## src/rtl/imem_prog_pkg.sv

```systemverilog
// Shared op codes, FSM encoding and memory geometry for the imem port-B controller.
package imem_prog_pkg;
  localparam int IMEM_ADDR_BITS = 13;
  localparam int IMEM_BYTES     = 1 << IMEM_ADDR_BITS;

  typedef enum logic [1:0] {
    OP_WRITE    = 2'd0,
    OP_READ     = 2'd1,
    OP_CLEAR    = 2'd2,
    OP_CHECKSUM = 2'd3
  } op_e;

  typedef enum logic [2:0] {
    ST_IDLE, ST_WR, ST_RD, ST_CLR, ST_SUM, ST_DRAIN, ST_RESP
  } state_e;
endpackage

```

## src/rtl/imem_prog_controller_rd_latency_pipe.sv

```systemverilog
// Valid shift register that tags RAM read data returning STAGES cycles after the address.
module rd_latency_pipe #(
  parameter int STAGES = 2
) (
  input  logic clk,
  input  logic reset_n,
  input  logic in_valid,
  output logic out_valid,
  output logic empty
);
  logic [STAGES-1:0] sr;
  logic [STAGES:0]   vld_pipe;

  assign vld_pipe  = {sr, in_valid};
  assign out_valid = vld_pipe[STAGES];
  assign empty     = ~|sr;

  always_ff @(posedge clk or negedge reset_n) begin
    if (!reset_n) sr <= '0;
    else          sr <= vld_pipe[STAGES-1:0];
  end
endmodule

```

## src/rtl/imem_prog_controller.sv

```systemverilog
// Monitor-side sequencer for imem port B: write, read, clear-range and checksum-range commands.
module imem_prog_controller
  import imem_prog_pkg::*;
#(
  parameter int ADDR_BITS  = IMEM_ADDR_BITS,
  parameter int RD_LATENCY = 2,
  parameter int LEN_BITS   = 12
) (
  input  logic                clk,
  input  logic                reset_n,
  input  logic                hold_req,
  input  logic                cmd_valid,
  output logic                cmd_ready,
  input  logic [1:0]          cmd_op,
  input  logic [31:0]         cmd_addr,
  input  logic [31:0]         cmd_wdata,
  input  logic [LEN_BITS-1:0] cmd_len,
  output logic                resp_valid,
  input  logic                resp_ready,
  output logic [31:0]         resp_data,
  output logic                resp_err,
  output logic                prg_we,
  output logic [31:0]         prg_addr,
  output logic [31:0]         prg_wd,
  input  logic [31:0]         prg_rd,
  output logic                cpu_hold
);
  localparam int             EW      = ADDR_BITS + LEN_BITS + 3;
  localparam logic [EW-1:0]  MEM_END = EW'(1) << ADDR_BITS;

  state_e               state;
  logic [ADDR_BITS-1:0] addr_q;
  logic [LEN_BITS-1:0]  cnt_q;
  logic [31:0]          acc_q;
  logic                 rd_issue;
  logic                 pipe_out, pipe_empty;
  logic                 accept, is_range, cmd_err;
  logic [EW-1:0]        end_addr;

  assign cmd_ready = (state == ST_IDLE) && reset_n;
  assign cpu_hold  = hold_req | (state != ST_IDLE);
  assign accept    = cmd_valid & cmd_ready;

  // Range end is computed wide enough that addr + 4*len can never wrap.
  assign end_addr = EW'(cmd_addr[ADDR_BITS-1:0]) + EW'({cmd_len, 2'b00});
  assign is_range = (cmd_op == OP_CLEAR) || (cmd_op == OP_CHECKSUM);
  assign cmd_err  = (|cmd_addr[1:0]) || (|cmd_addr[31:ADDR_BITS]) ||
                    (is_range && (end_addr > MEM_END));

  rd_latency_pipe #(.STAGES(RD_LATENCY)) u_rd_pipe (
    .clk       (clk),
    .reset_n   (reset_n),
    .in_valid  (rd_issue),
    .out_valid (pipe_out),
    .empty     (pipe_empty)
  );

  always_ff @(posedge clk or negedge reset_n) begin
    if (!reset_n) begin
      state      <= ST_IDLE;
      addr_q     <= '0;
      cnt_q      <= '0;
      acc_q      <= '0;
      rd_issue   <= 1'b0;
      resp_valid <= 1'b0;
      resp_data  <= '0;
      resp_err   <= 1'b0;
      prg_we     <= 1'b0;
      prg_addr   <= '0;
      prg_wd     <= '0;
    end else begin
      case (state)
        ST_IDLE: if (accept) begin
          addr_q <= cmd_addr[ADDR_BITS-1:0] + ADDR_BITS'(4);
          cnt_q  <= cmd_len - LEN_BITS'(1);
          acc_q  <= '0;
          if (cmd_err || (is_range && cmd_len == '0)) begin
            state      <= ST_RESP;
            resp_valid <= 1'b1;
            resp_err   <= cmd_err;
            resp_data  <= '0;
          end else begin
            prg_addr <= 32'(cmd_addr[ADDR_BITS-1:0]);
            case (op_e'(cmd_op))
              OP_WRITE: begin
                prg_we <= 1'b1;
                prg_wd <= cmd_wdata;
                state  <= ST_WR;
              end
              OP_READ: begin
                rd_issue <= 1'b1;
                state    <= ST_RD;
              end
              OP_CLEAR: begin
                prg_we <= 1'b1;
                prg_wd <= '0;
                state  <= ST_CLR;
              end
              default: begin
                rd_issue <= 1'b1;
                state    <= ST_SUM;
              end
            endcase
          end
        end
        ST_WR: begin
          prg_we     <= 1'b0;
          prg_addr   <= '0;
          prg_wd     <= '0;
          resp_valid <= 1'b1;
          resp_data  <= '0;
          state      <= ST_RESP;
        end
        ST_RD: begin
          prg_addr <= '0;
          rd_issue <= 1'b0;
          if (pipe_out) begin
            resp_data  <= prg_rd;
            resp_valid <= 1'b1;
            state      <= ST_RESP;
          end
        end
        ST_CLR: begin
          if (cnt_q != '0) begin
            prg_addr <= 32'(addr_q);
            addr_q   <= addr_q + ADDR_BITS'(4);
            cnt_q    <= cnt_q - LEN_BITS'(1);
          end else begin
            prg_we     <= 1'b0;
            prg_addr   <= '0;
            resp_valid <= 1'b1;
            resp_data  <= '0;
            state      <= ST_RESP;
          end
        end
        ST_SUM: begin
          if (pipe_out) acc_q <= acc_q + prg_rd;
          if (cnt_q != '0) begin
            prg_addr <= 32'(addr_q);
            addr_q   <= addr_q + ADDR_BITS'(4);
            cnt_q    <= cnt_q - LEN_BITS'(1);
          end else begin
            prg_addr <= '0;
            rd_issue <= 1'b0;
            state    <= ST_DRAIN;
          end
        end
        ST_DRAIN: begin
          // Empty means the last tagged word was already folded into acc_q.
          if (pipe_out) acc_q <= acc_q + prg_rd;
          if (pipe_empty) begin
            resp_data  <= acc_q;
            resp_valid <= 1'b1;
            state      <= ST_RESP;
          end
        end
        ST_RESP: if (resp_ready) begin
          resp_valid <= 1'b0;
          resp_err   <= 1'b0;
          resp_data  <= '0;
          state      <= ST_IDLE;
        end
        default: state <= ST_IDLE;
      endcase
    end
  end
endmodule

```

## config.mk

```make
export PLATFORM = sky130hd
export DESIGN_NAME = imem_prog_controller
export DESIGN_NICKNAME = d
export VERILOG_FILES = /design/src/rtl/imem_prog_pkg.sv /design/src/rtl/imem_prog_controller_rd_latency_pipe.sv /design/src/rtl/imem_prog_controller.sv
export SDC_FILE = /design/constraint.sdc
export NUM_CORES = 1
export LEC_CHECK = 0
export ABC_AREA = 1
export CORE_ASPECT_RATIO = 1.25
export CORE_MARGIN = 5
export CORE_UTILIZATION = 57
export CTS_BUF_LIST = sky130_fd_sc_hd__clkbuf_4 sky130_fd_sc_hd__clkbuf_8
export CTS_CLUSTER_SIZE = 12
export DETAILED_ROUTE_END_ITERATION = 8
export PLACE_DENSITY = 0.95
export SLEW_MARGIN = 20
export SYNTH_ARGS = -nofsm -noshare
export SYNTH_HDL_FRONTEND = slang
export SYNTH_SLANG_ARGS = --single-unit
```

## constraint.sdc

```tcl
create_clock -name clk -period 5.65 [get_ports clk]
set_clock_uncertainty 0.15 [all_clocks]
set_input_delay 0.565 -clock clk [delete_from_list [all_inputs] [get_ports clk]]
set_output_delay 0.565 -clock clk [all_outputs]
set_load 0.02 [all_outputs]
```

-- Word level (Yosys, flattened, before mapping)
Index checks and enable logic that the tools add are counted.
W data, S select, Z words.
- divide/modulo/power cells: 0
- equal/unequal tests: 22
- bitwise operators: 2
- mux-type cells: 52
- $add $sub $neg: 6
- $lt $le $gt $ge: 1
- shifts and indexed selects: 0
- reductions and logical operators: 36
- multipliers: 0
- operator list (cell ; count):
    $mux W32 ; 12
    $pmux W32 S2 ; 3
    $pmux W32 S6 ; 1
    $pmux W32 S3 ; 1
    $mux W13 ; 3
    $add A32 B32 Y32 ; 1
    $add A13 B3 Y13 const B ; 2
    $pmux W13 S2 ; 1
    $mux W12 ; 2
    $pmux W12 S2 ; 1
    $sub A12 B1 Y12 const B ; 2
    $mux W3 ; 7
    $pmux W3 S7 ; 1
    $reduce_or A19 Y1 ; 1
    $ne A2 B2 Y1 const B ; 8
    $add A13 B14 Y15 ; 1
    $gt A15 B14 Y1 const B ; 1
    $mux W1 ; 15
    $logic_not A12 Y1 ; 1
    $reduce_bool A12 Y1 ; 1
    $reduce_bool A3 Y1 ; 4
    $reduce_or A2 Y1 ; 6
    $reduce_and A5 Y1 ; 2
    $eq A3 B3 Y1 const B ; 3
    22 further kinds ; 39
- register bits: 162
- logic and storage cells: 131
- memories kept: 0
- memory bits (read-only): 0
- latch bits: 0
- bits in writable memories: 0

-- Longest topological paths before layout
Gate-level depths: netlist of the first run.
- depth after elaboration: 8
- mapped depth: 20
- depth with buffers taken out: 19

-- Hierarchy
A second synthesis of the first run with hierarchy kept.
- cell total of the unflattened synthesis: 1394
- area total of the unflattened synthesis: 9823.2 um^2
- modules (own cells, without submodules) (module ; times used ; cells an instance ; area each (um^2)):
    imem_prog_controller ; 1 ; 1391 ; 9769.4
    rd_latency_pipe ; 1 ; 3 ; 53.8

-- Worst setup path before layout of the first run
Ideal clock, no wire load.
- path kind: input-to-reg
- from: input cmd_addr[2]
- to: register prg_addr[10]
- buffers on the path: 2
- cell stages on the path: 19
- path slack: 2.718 ns
- arrival: 2.716 ns
- path through: ha_1 > fa_1 > nor2_1 > nand2_1 > nor2_1 > nand2_1 > nor2_1 > nand2_1 > nor2_1 > nand2_1 > nor2_1 > nand3_1 > nand2_1 > nand3_1 > nand2_1 > buf_2 > buf_2 > nand4_1 > nand2_1
- word-level cells in the longest chain between the ends: 7
- RTL lines (what ; line ; RTL):
    from (decl) ; imem_prog_controller.sv:15 ; input logic [31:0] cmd_addr,
    $add A13 B14 Y15 ; imem_prog_controller.sv:45 ; assign end_addr = EW'(cmd_addr[ADDR_BITS-1:0]) + EW'({cmd_len, 2'b00});
    $gt A15 B14 Y1 ; imem_prog_controller.sv:48 ; (is_range && (end_addr > MEM_END));
    $logic_and A1 B1 Y1 ; imem_prog_controller.sv:48 ;
    $logic_or A1 B1 Y1 ; imem_prog_controller.sv:47 ; assign cmd_err = (|cmd_addr[1:0]) || (|cmd_addr[31:ADDR_BITS]) ||
    $logic_or A1 B1 Y1 ; imem_prog_controller.sv:77 ; if (cmd_err || (is_range && cmd_len == '0)) begin
    $ne A2 B2 Y1 (no line) ; - ;
    $reduce_and A3 Y1 (no line) ; - ;
    to (signal assigned) ; imem_prog_controller.sv:83 ; prg_addr <= 32'(cmd_addr[ADDR_BITS-1:0]);
    to (signal assigned) ; imem_prog_controller.sv:125 ; prg_addr <= 32'(addr_q);
    to (signal assigned) ; imem_prog_controller.sv:139 ; prg_addr <= 32'(addr_q);
    to (decl) ; imem_prog_controller.sv:23 ; output logic [31:0] prg_addr,
No other way between the ends.
A chain may end at the register's enable or synchronous reset.

-- Worst setup path after layout of the first run
- from: input reset_n
- to: register resp_data[16]
- word-level cells in the longest chain between the ends: 4
- RTL lines (what ; line ; RTL):
    from (decl) ; imem_prog_controller.sv:10 ; input logic reset_n,
    $logic_and A1 B1 Y1 ; imem_prog_controller.sv:40 ; assign cmd_ready = (state == ST_IDLE) && reset_n;
    $and A1 B1 Y1 ; imem_prog_controller.sv:42 ; assign accept = cmd_valid & cmd_ready;
    $ne A2 B2 Y1 (no line) ; - ;
    $reduce_and A7 Y1 (no line) ; - ;
    to (signal assigned) ; imem_prog_controller.sv:118 ; resp_data <= prg_rd;
    to (signal assigned) ; imem_prog_controller.sv:152 ; resp_data <= acc_q;
    to (decl) ; imem_prog_controller.sv:20 ; output logic [31:0] resp_data,
No other way between the ends.

==> results of run 1 <==
==> worst min path at each step <==
stage / startpoint / end / slack, ns / cells after the start
floorplan: reset_n / acc_q[0] / 0.12 / 0
finish: u_rd_pipe.sr[0] / u_rd_pipe.sr[1] / 0.23 / 0
global placement: u_rd_pipe.sr[0] / u_rd_pipe.sr[1] / 0.21 / 0
global route: u_rd_pipe.sr[0] / u_rd_pipe.sr[1] / 0.24 / 0
detailed placement: u_rd_pipe.sr[0] / u_rd_pipe.sr[1] / 0.22 / 0
CTS: u_rd_pipe.sr[0] / u_rd_pipe.sr[1] / 0.22 / 0
==> layer usage <==
layer  up-vias  part of all wire [%]
met5         -                     0
met4         0                   5.0
met3       110                   7.8
met2       550                    49
met1      4744                    38
li1       4889                     -
==> layout by cell type, fill, tap and decap left out, drive strengths merged <==
| master | synthesis | layout |
|---|---|---|
| nand2 | 448 | 448 |
| clkdlybuf4s50 | 0 | 195 |
| inv | 183 | 183 |
| dfrtp | 143 | 143 |
| o21ai | 127 | 127 |
| nor2 | 89 | 89 |
| nand3 | 75 | 75 |
| nand4 | 59 | 59 |
| a21oi | 57 | 57 |
| ha | 47 | 47 |
| o22ai | 25 | 25 |
| clkbuf | 33 | 23 |
| conb | 1 | 19 |
| buf | 39 | 14 |
| nor3 | 13 | 13 |
| a31oi | 10 | 10 |
| xor2 | 9 | 9 |
| nor4 | 7 | 7 |
| xnor2 | 5 | 5 |
| or2 | 5 | 5 |
| clkinv | 1 | 5 |
| a32o | 4 | 4 |
| o21a | 3 | 3 |
| o21bai | 3 | 3 |
| bufinv | 0 | 3 |
| a21boi | 3 | 3 |
| nand3b | 2 | 2 |
| o221ai | 2 | 2 |
| a21o | 2 | 2 |
| mux2 | 2 | 2 |
| fa | 2 | 2 |
| clkinvlp | 0 | 2 |
| o211ai | 1 | 1 |
| o2bb2ai | 1 | 1 |
| a211oi | 1 | 1 |
| a22o | 1 | 1 |
| dlygate4sd3 | 0 | 1 |
==> metrics by stage <==
step | utilization, % | setup WS, ns | hold WS [ns] | area (um^2) | total power [W]
after CTS | 72.6 | 1.70 | 0.224 | 12200 | 0.00566
after floorplan | - | 2.72 | 0.119 | 9790 | 0.00375
final | 72.6 | 1.66 | 0.233 | 12200 | 0.00568
after global routing | 72.6 | 1.43 | 0.242 | 12200 | 0.00611
after global placement | 70.0 | 1.62 | 0.213 | 11700 | 0.00463
after detailed placement | 70.0 | 1.50 | 0.225 | 11700 | 0.00474
==> cell families after synthesis <==
group           synth area share (%)
mux                            0.232
buf+inv                         11.2
compound gates                  13.7
xor+xnor                        1.26
fa+ha+maj                       6.46
flops                           36.8
simple gates                    30.3
other cells                   0.0386
==> worst max-delay path, stage by stage <==
cell and delay, ns:
dlygate4sd3_1 0.54, buf_6 0.33, inv_1 0.10, nor2_2 0.15, nand2_2 0.12, nand2_2 0.07, buf_4 0.48, o21ai_2 0.17
nor4_2 0.26, inv_2 0.10, a31oi_4 0.47, nand2_2 0.52, nand2_1 0.20, nand2_1 0.08
==> registers in the layout, summed over array words and instances, names as in the netlist <==
name	cells
prg_we	1
u_rd_pipe.sr	2
rd_issue	1
resp_err	1
addr_q	13
resp_data	32
prg_wd	32
state	3
prg_addr	13
acc_q	32
cnt_q	12
resp_valid	1
==> repair_timing <==
| item | in CTS | in global routing |
|---|---|---|
| gates resized for setup | 0 | 0 |
| hold buffers | 1 | 0 |
| hold endpoints to repair | 38 | 0 |
==> area by class of cell <==
class / count / share of cell area [%]
Tap cell: 220 / 2.26
Clock buffer: 23 / 2.44
Sequential cell: 143 / 29.4
Timing Repair Buffer: 210 / 17.0
Clock inverter: 9 / 1.09
Inverter: 184 / 5.67
Multi-Input combinational cell: 1022 / 42.2
==> power by group through the flow <==
stage	clock network, W	logic [W]	registers (W)
floorplan	0	0.00188	0.00187
global placement	0	0.00297	0.00167
detailed placement	0	0.00307	0.00168
CTS	0.000900	0.00309	0.00166
global route	0.000940	0.00345	0.00171
finish	0.000895	0.00312	0.00167
==> metrics, run 1 <==
DR pass1 iterations=8; Post-DRT Antenna Nets=0; CTS H-Tree Depth=4; cts bufs inserted=17; grt total ovfl=0; count leader, synth=nand2_1; post-CTS setup buffer count=0; clk root buf=clkbuf_8; DR DRC count=0; Die Y=156 um; number of enable flip-flop cells after synthesis=0; Synth Warn #=0; register area share after synthesis=36.8%; met3 GRT Util=4.90%; Detail Placement HPWL=21,000 um; DR vias/cell=5.68; All-Layer GR Usage=28.9%; Clock Latency Late Sink=0.45 ns; crit-path max FO=51; sw frac=46.6%; I/O pin total=216; placed cells=1,778; Clock Tree Buf Depth=2; Leak=6.26 nW; DIE AREA=19,800 um^2; routability cong.=0.991; initial DRC count=1,217; fin nets=1,742; Total Wirelength=28,800 um; post-synth cell types=46; Logic pwr share=54.9%; vias=10,300; worst r2r path cells=13; Synth top area share=36.8%; area occupied by multi-input gates=5130 um^2; first-pass GRT wire length=47,300 um; status=complete, no violations; # Max-Cap Violations=0; setup tns final=0 ns; Seq. cell area=3580 um^2; layer with the highest usage=met2; end of the critical path=resp_data[16]; net switching power=0.00265 W; Hold Path Class=register to register; Worst slew margin=32.1%; R2R Path Start=state[2]; Synth area leaders=dfrtp_1, nand2_1, inv_1; critical path startpoint=reset_n; Wirelength per Cell=15.9 um; Worst Setup Path Type=input pin to register; WP data required=5.84 ns; non-filler cells, final=1,811; Yosys reg bits=143; Slew Viols, Final=0; clock slew at reported path FFs=0.08 ns; Worst R2R End=resp_data[16]; Top FF cell, synth=dfrtp_1; WP data arrival=4.18 ns; Core Rows=53; initial antenna violation count=0; fmax=251 MHz; Hold Vio Cnt, Final=0; period utilization=70.6%; Die X=127 um; Syn Inst Count=1,403; fill cell count=1,324; Post-synth top cells=nand2_1, inv_1, dfrtp_1; Pwr Density=467 nW/um^2; pin count of the biggest net entering global routing=58; FF-to-FF setup slack=1.79 ns; n_diodes=0; Flop pwr share=29.4%; unrepaired setup endpoints after global routing=no; layout cell share with drive strength beyond 1=4.53%; vias in the first global route=10,100; CP startpoint kind=input pin; core area=16,800 um^2; Netlist Area Pre-Place=9730 um^2; worst-margin pin slew=1.02 ns; Port Buffers=196; largest area contributor in the netlist=dfrtp_1; P_int=0.00304 W; Starting Density=58.0%; worst vdd ir=0.221 mV; final setup vio count=0; clock network power share=15.7%; share of flip-flops with an asynchronous set or reset=100%; CTS tree=done; minimum clock period=3.99 ns; GR Util met1=34.6%; clock sinks=143; Syn Area/Cell=6.93 um^2; Area growth syn-to-layout=25.2%; met2 GRT Util=50.2%; CP Capture Type=register
Note: power is estimated with default switching activity, not from simulation.
==> run 2, diff against run 1 <==
CORE_UTILIZATION = 53   (was 57)
PLACE_DENSITY = 0.91   (was 0.95)
clock period = 4.05 ns   (was 5.65 ns; I/O delays follow)
==> run 2 against run 1 <==
Compared with the run above: the run now ends with hold timing left; sequential cell count unchanged; sequential share of layout area about the same; first-iteration DRC count decreased by 41%; worst hold slack got worse by 0.26 ns; via count decreased by 2.0%.
==> metrics, run 2 (synthesis gave the netlist of run 1 again) <==
status=finished, violations left; violated checks=hold timing; unrepaired setup endpoints after global routing=no; DR vias/cell=5.53 (-2.7%); fill cell count=1,554 (+17%); I/O pin total=216 (unchanged); crit-path max FO=28 (-45%); fin nets=1,747 (+0.29%); Wirelength per Cell=15.4 um (-3.1%); critical path startpoint=state[2]; Clock Tree Buf Depth=2 (unchanged); Worst slew margin=35.4% (+3.3 points); Total Wirelength=28,100 um (-2.4%); Slew Viols, Final=0 (unchanged); clock slew at reported path FFs=0.08 ns (about the same); Leak=6.28 nW (+0.33%); R2R Path Start=state[2]; commonest cells after routing, fill and taps aside=nand2_1, clkdlybuf4s50_1, inv_1, dfrtp_1, o21ai_0; cells resized by post-CTS repair=0 (unchanged); Area growth syn-to-layout=25.4%; cts bufs inserted=17 (unchanged); worst vdd ir=0.280 mV (+27%); grt total ovfl=0 (unchanged); pin count of the biggest net entering global routing=78 (+34%); Worst R2R End=acc_q[14]; final setup vio count=0 (unchanged); vias=10,100 (-2.0%); Core Rows=55 (+3.8%); Post-DRT Antenna Nets=0 (unchanged); commonest non-fill, non-tap cell in the layout=nand2_1; Hold Slack=-0.0300 ns (-0.263 ns); Pwr Total=0.00788 W (+39%); DR pass1 iterations=8 (unchanged); initial antenna violation count=1 (+1); CP startpoint kind=register; Detail Placement HPWL=21,200 um (+1.0%); All-Layer GR Usage=26.0% (-2.9 points); clk root buf=clkbuf_8; largest registers=acc_q (32), prg_wd (32), resp_data (32); end of the critical path=acc_q[14]; worst-margin pin slew=0.969 ns (-0.0485 ns); Clock Latency Late Sink=0.45 ns (about the same); CP Capture Type=register; Worst Setup Path Type=register to register; post-CTS setup buffer count=0 (unchanged); initial DRC count=712 (-41%); DR DRC count=0 (unchanged); CTS H-Tree Depth=4 (unchanged); Port Buffers=196 (unchanged); minimum clock period=3.48 ns; WP data arrival=3.68 ns (-0.50 ns); Hold Vio Cnt, Final=9 (+9); layout cell share with drive strength beyond 1=4.82% (+0.30 points); first-pass GRT wire length=46,200 um (-2.2%); Hold Path Class=input pin to asynchronous set/reset pin; vias in the first global route=10,000 (-0.26%); Die Y=161 um (+3.5%); Pwr Density=646 nW/um^2 (+38%); worst r2r path cells=8 (-5); Die X=131 um (+3.4%); WP data required=4.25 ns (-1.59 ns); routability cong.=0.959 (-3.3%); CTS tree=done; core area=18,100 um^2 (+7.9%); setup tns final=0 ns (unchanged); FF-to-FF setup slack=0.57 ns (-1.22 ns); period utilization=86.0%; Starting Density=53.7% (-4.2 points); n_diodes=0 (unchanged); fmax=287 MHz; clock sinks=143 (unchanged); DIE AREA=21,200 um^2 (+7.0%); cts hold-fix bufs=0 (-1); # Max-Cap Violations=0 (unchanged)
==> run 2: changes by cell type in the layout (fill, tap and decap cells not counted), sizes merged <==
cell         before  now
clkinv            5    8
bufinv            3    2
clkinvlp          2    1
buf              14   20
clkbuf           23   22
dlygate4sd3       1    0
==> run 2: routing by layer <==
layer,share of wire [%],wire (um),GRT usage [%],vias up
met5,0.043,12,0,-
met4,4.9,1370,15.3,2
met3,6.0,1680,4.64,108
met2,50,14000,45.3,413
met1,39,11000,29.8,4645
li1,-,-,-,4914
==> run 2: area by class of cell <==
cell class,instances,area (um^2),area share (%)
Clock inverter,10,110,0.903
Inverter,184,691,5.66
Tap cell,228,285,2.34
Sequential cell,143,3580,29.3
Multi-Input combinational cell,1022,5130,42.1
Timing Repair Buffer,215,2110,17.3
Clock buffer,22,297,2.43
==> run 2: critical path, stage by stage, from the launching register on <==
cell,delay [ns]
dfrtp_1,0.64
nand2_1,0.27
nand2_1,0.07
nand2_1,0.06
buf_4,0.27
inv_1,0.31
o21ai_1,0.41
clkinv_1,0.75
o21ai_0,0.45
==> run 2: per-stage QoR <==
step	area [um^2]	hold slack [ns]	util, %	std cells	setup slack [ns]
2_1_floorplan	9790	-0.0406	-	1421	1.28
3_3_place_gp	11800	0.216	65.2	1792	0.460
3_5_place_dp	11800	0.218	65.2	1792	0.278
4_1_cts	12200	0.00328	67.4	1824	0.595
5_1_grt	12200	0.0525	67.4	1824	0.221
6_report	12200	-0.0300	67.4	1824	0.566
==> run 2: worst min path at each step <==
stage	to	start	slack, ns
3_3_place_gp	u_rd_pipe.sr[0]	rd_issue	0.22
4_1_cts	addr_q[1]	reset_n	0.003
2_1_floorplan	acc_q[0]	reset_n	-0.04
6_report	addr_q[1]	reset_n	-0.03
5_1_grt	addr_q[1]	reset_n	0.05
3_5_place_dp	u_rd_pipe.sr[0]	rd_issue	0.22
==> run 2: power breakdown <==
part / switching (W) / leakage [nW] / total, W / internal, W
clock network: 0.000564 / 0.212 / 0.00118 / 0.000616
registers: 0.000356 / 1.85 / 0.00233 / 0.00198
logic: 0.00275 / 4.22 / 0.00436 / 0.00162
total: 0.00367 / 6.28 / 0.00788 / 0.00421
==> run 3, diff against run 2 <==
SETUP_SLACK_MARGIN = 0.2   (was unset)
SKIP_LAST_GASP = 1   (was unset)
clock period = 3.5 ns   (was 4.05 ns; I/O delays follow)
==> run 3 against run 2 <==
Compared with the run above: the flow now finishes without violations; register-to-register slack worse by 0.09 ns; routed wire length down 0.55%; via count about the same; die area unchanged; cell count up 0.49%; worst setup slack worse by 0.13 ns; sequential power up 15%; critical path depth up 11; utilization up 0.50 points; power up 17%; sequential share of layout area down 0.22 points; critical endpoint is now prg_wd[12]; largest power group unchanged.
==> metrics, run 3 (synthesis gave the netlist of run 1 again) <==
met2 wire length=13,900 um (-0.96%); crit path cell chain=clkdlybuf4s50_1 -> ha_1 -> fa_1 -> nor2_1 -> nand2_1 -> nor2_1 -> nand2_1 -> nor2_1 -> nand2_1 -> nor2_1 -> nand2_1 -> nor2_1 -> nand3_1 -> nand2_1 -> nand3_1 -> nand2_1 -> buf_4 -> nand4_1 -> nand2_1; final core occ=67.9% (+0.50 points); Pwr Total=0.00918 W (+17%); All-Layer GR Usage=25.8% (-0.16 points); layout cell share with drive strength beyond 1=5.36% (+0.54 points); first-pass GRT wire length=46,100 um (-0.37%); initial antenna violation count=0 (-1); Post-DRT Antenna Nets=0 (unchanged); wl on met1=11,000 um (-0.54%); commonest non-fill, non-tap cell in the layout=nand2_1; minimum clock period=3.06 ns; CP startpoint kind=input pin; CP peak stage delay=0.53 ns (-0.22 ns); Leak=6.31 nW (+0.50%); Hold Vio Cnt, Final=0 (-9); worst r2r path cells=11 (+3); Area growth syn-to-layout=26.4%; CP Capture Type=register; DR DRC count=0 (unchanged); routed length on met3=1940 um (+16%); largest registers=acc_q (32), prg_wd (32), resp_data (32); post-CTS setup buffer count=0 (unchanged); Worst slew margin=35.9% (+0.47 points); clock slew at reported path FFs=0.09 ns (about the same); Starting Density=53.7% (unchanged); WP data required=3.75 ns (-0.50 ns); fin nets=1,755 (+0.46%); CP max stage cell=clkdlybuf4s50_1; Wirelength per Cell=15.2 um (-1.0%); pin count of the biggest net entering global routing=76 (-2.6%); worst-margin pin slew=0.962 ns (-0.00710 ns); commonest cells after routing, fill and taps aside=nand2_1, clkdlybuf4s50_1, inv_1, dfrtp_1, o21ai_0; routability cong.=0.955 (-0.42%); Finished Cell Area=12,300 um^2 (+0.75%); worst vdd ir=0.447 mV (+60%); Slew Viols, Final=0 (unchanged); DIE AREA=21,200 um^2 (unchanged); vias in the first global route=9,856 (-1.7%); DR vias/cell=5.51 (-0.39%); WP data arrival=3.31 ns (-0.37 ns); period utilization=87.5%; setup tns final=0 ns (unchanged); R2R Path Start=state[1]; Total Wirelength=27,900 um (-0.55%); Clock Latency Late Sink=0.46 ns (about the same); clk root buf=clkbuf_8; vias=10,100 (+0.099%); Core Rows=55 (unchanged); cts bufs inserted=17 (unchanged); Die X=131 um (unchanged); # Max-Cap Violations=0 (unchanged); non-filler cells, final=1,833 (+0.49%); DR pass1 iterations=7 (-1); initial DRC count=825 (+16%); grt total ovfl=0 (unchanged); Hold Path Stages=0; Min-Delay Startpoint=u_rd_pipe.sr[0]; DR top layer=met4; Die Y=161 um (unchanged); CTS H-Tree Depth=4 (unchanged); critical path startpoint=cmd_len[0]; end of the worst hold path=u_rd_pipe.sr[1]; unrepaired setup endpoints after global routing=no; status=complete, no violations; clock sinks=143 (unchanged); I/O pin total=216 (unchanged); Pwr Density=747 nW/um^2 (+16%); final setup vio count=0 (unchanged); crit-path max FO=32 (+14%); Port Buffers=196 (unchanged); FF-to-FF setup slack=0.48 ns (-0.09 ns); core area=18,100 um^2 (unchanged); CTS tree=done; fmax=327 MHz; CP dominant cell by count=nand2_1; Hold Path Class=register to register; Worst Setup Path Type=input pin to register; Worst R2R End=acc_q[15]; Placed Area=11,900 um^2 (+0.66%); Detail Placement HPWL=21,200 um (about the same); placed cells=1,799 (+0.39%); Clock Tree Buf Depth=2 (unchanged)
==> run 3: cell types whose count changed in the layout (fill, tap and decap cells not counted), sizes merged <==
cell         delta
buf             +7
clkbuf          -4
clkinv          -4
clkinvlp        +3
diode           +1
dlygate4sd3     +1
inv             +5
==> run 3: report_power, final <==
part / switching [W] / internal (W)
Sequential: 0.000385 / 0.00229
Combinational: 0.00320 / 0.00195
Clock: 0.000698 / 0.000662
Total: 0.00428 / 0.00490
==> run 3: worst max-delay path: cells and delay by family <==
family                   cells  cell delay, ns
adder cells (fa/ha/maj)      2            0.66
buffers and inverters        2            0.86
AND/OR/NAND/NOR             15            1.45
==> run 3: metrics by stage <==
step | hold WS [ns] | setup WS, ns
2_1_floorplan | -0.0956 | 0.783
6_report | 0.237 | 0.438
3_5_place_dp | 0.218 | -0.0140
4_1_cts | 0.237 | 0.327
5_1_grt | 0.242 | 0.230
3_3_place_gp | 0.220 | 0.102
==> run 3: worst max-delay path by stage <==
stage / to / slack (ns)
2_1_floorplan: prg_addr[10] / 0.78
5_1_grt: prg_wd[17] / 0.23
3_3_place_gp: prg_wd[15] / 0.10
4_1_cts: acc_q[15] / 0.33
6_report: prg_wd[12] / 0.44
3_5_place_dp: prg_wd[4] / -0.01
==> run 3: area by class of cell <==
class | count | area (um^2)
Clock inverter | 14 | 154
Fill cell | 1486 | 5810
Antenna cell | 1 | 2.50
Tap cell | 228 | 285
Timing Repair Buffer | 223 | 2190
Multi-Input combinational cell | 1022 | 5130
Sequential cell | 143 | 3580
Inverter | 184 | 694
Clock buffer | 18 | 248
==> run 3: routing by layer <==
metal  global-route usage (%)  vias to the layer above
met1                     30.3                     4623
met2                     45.6                      433
li1                         -                     4934
met3                     5.45                      102
met5                        0                        -
met4                     11.1                        0
==> run 3: repair_timing <==
action	in CTS	in global routing
setup endpoints to repair	0	29
endpoints found under the hold margin	68	0
hold buffers	1	0
gates resized for setup	0	2
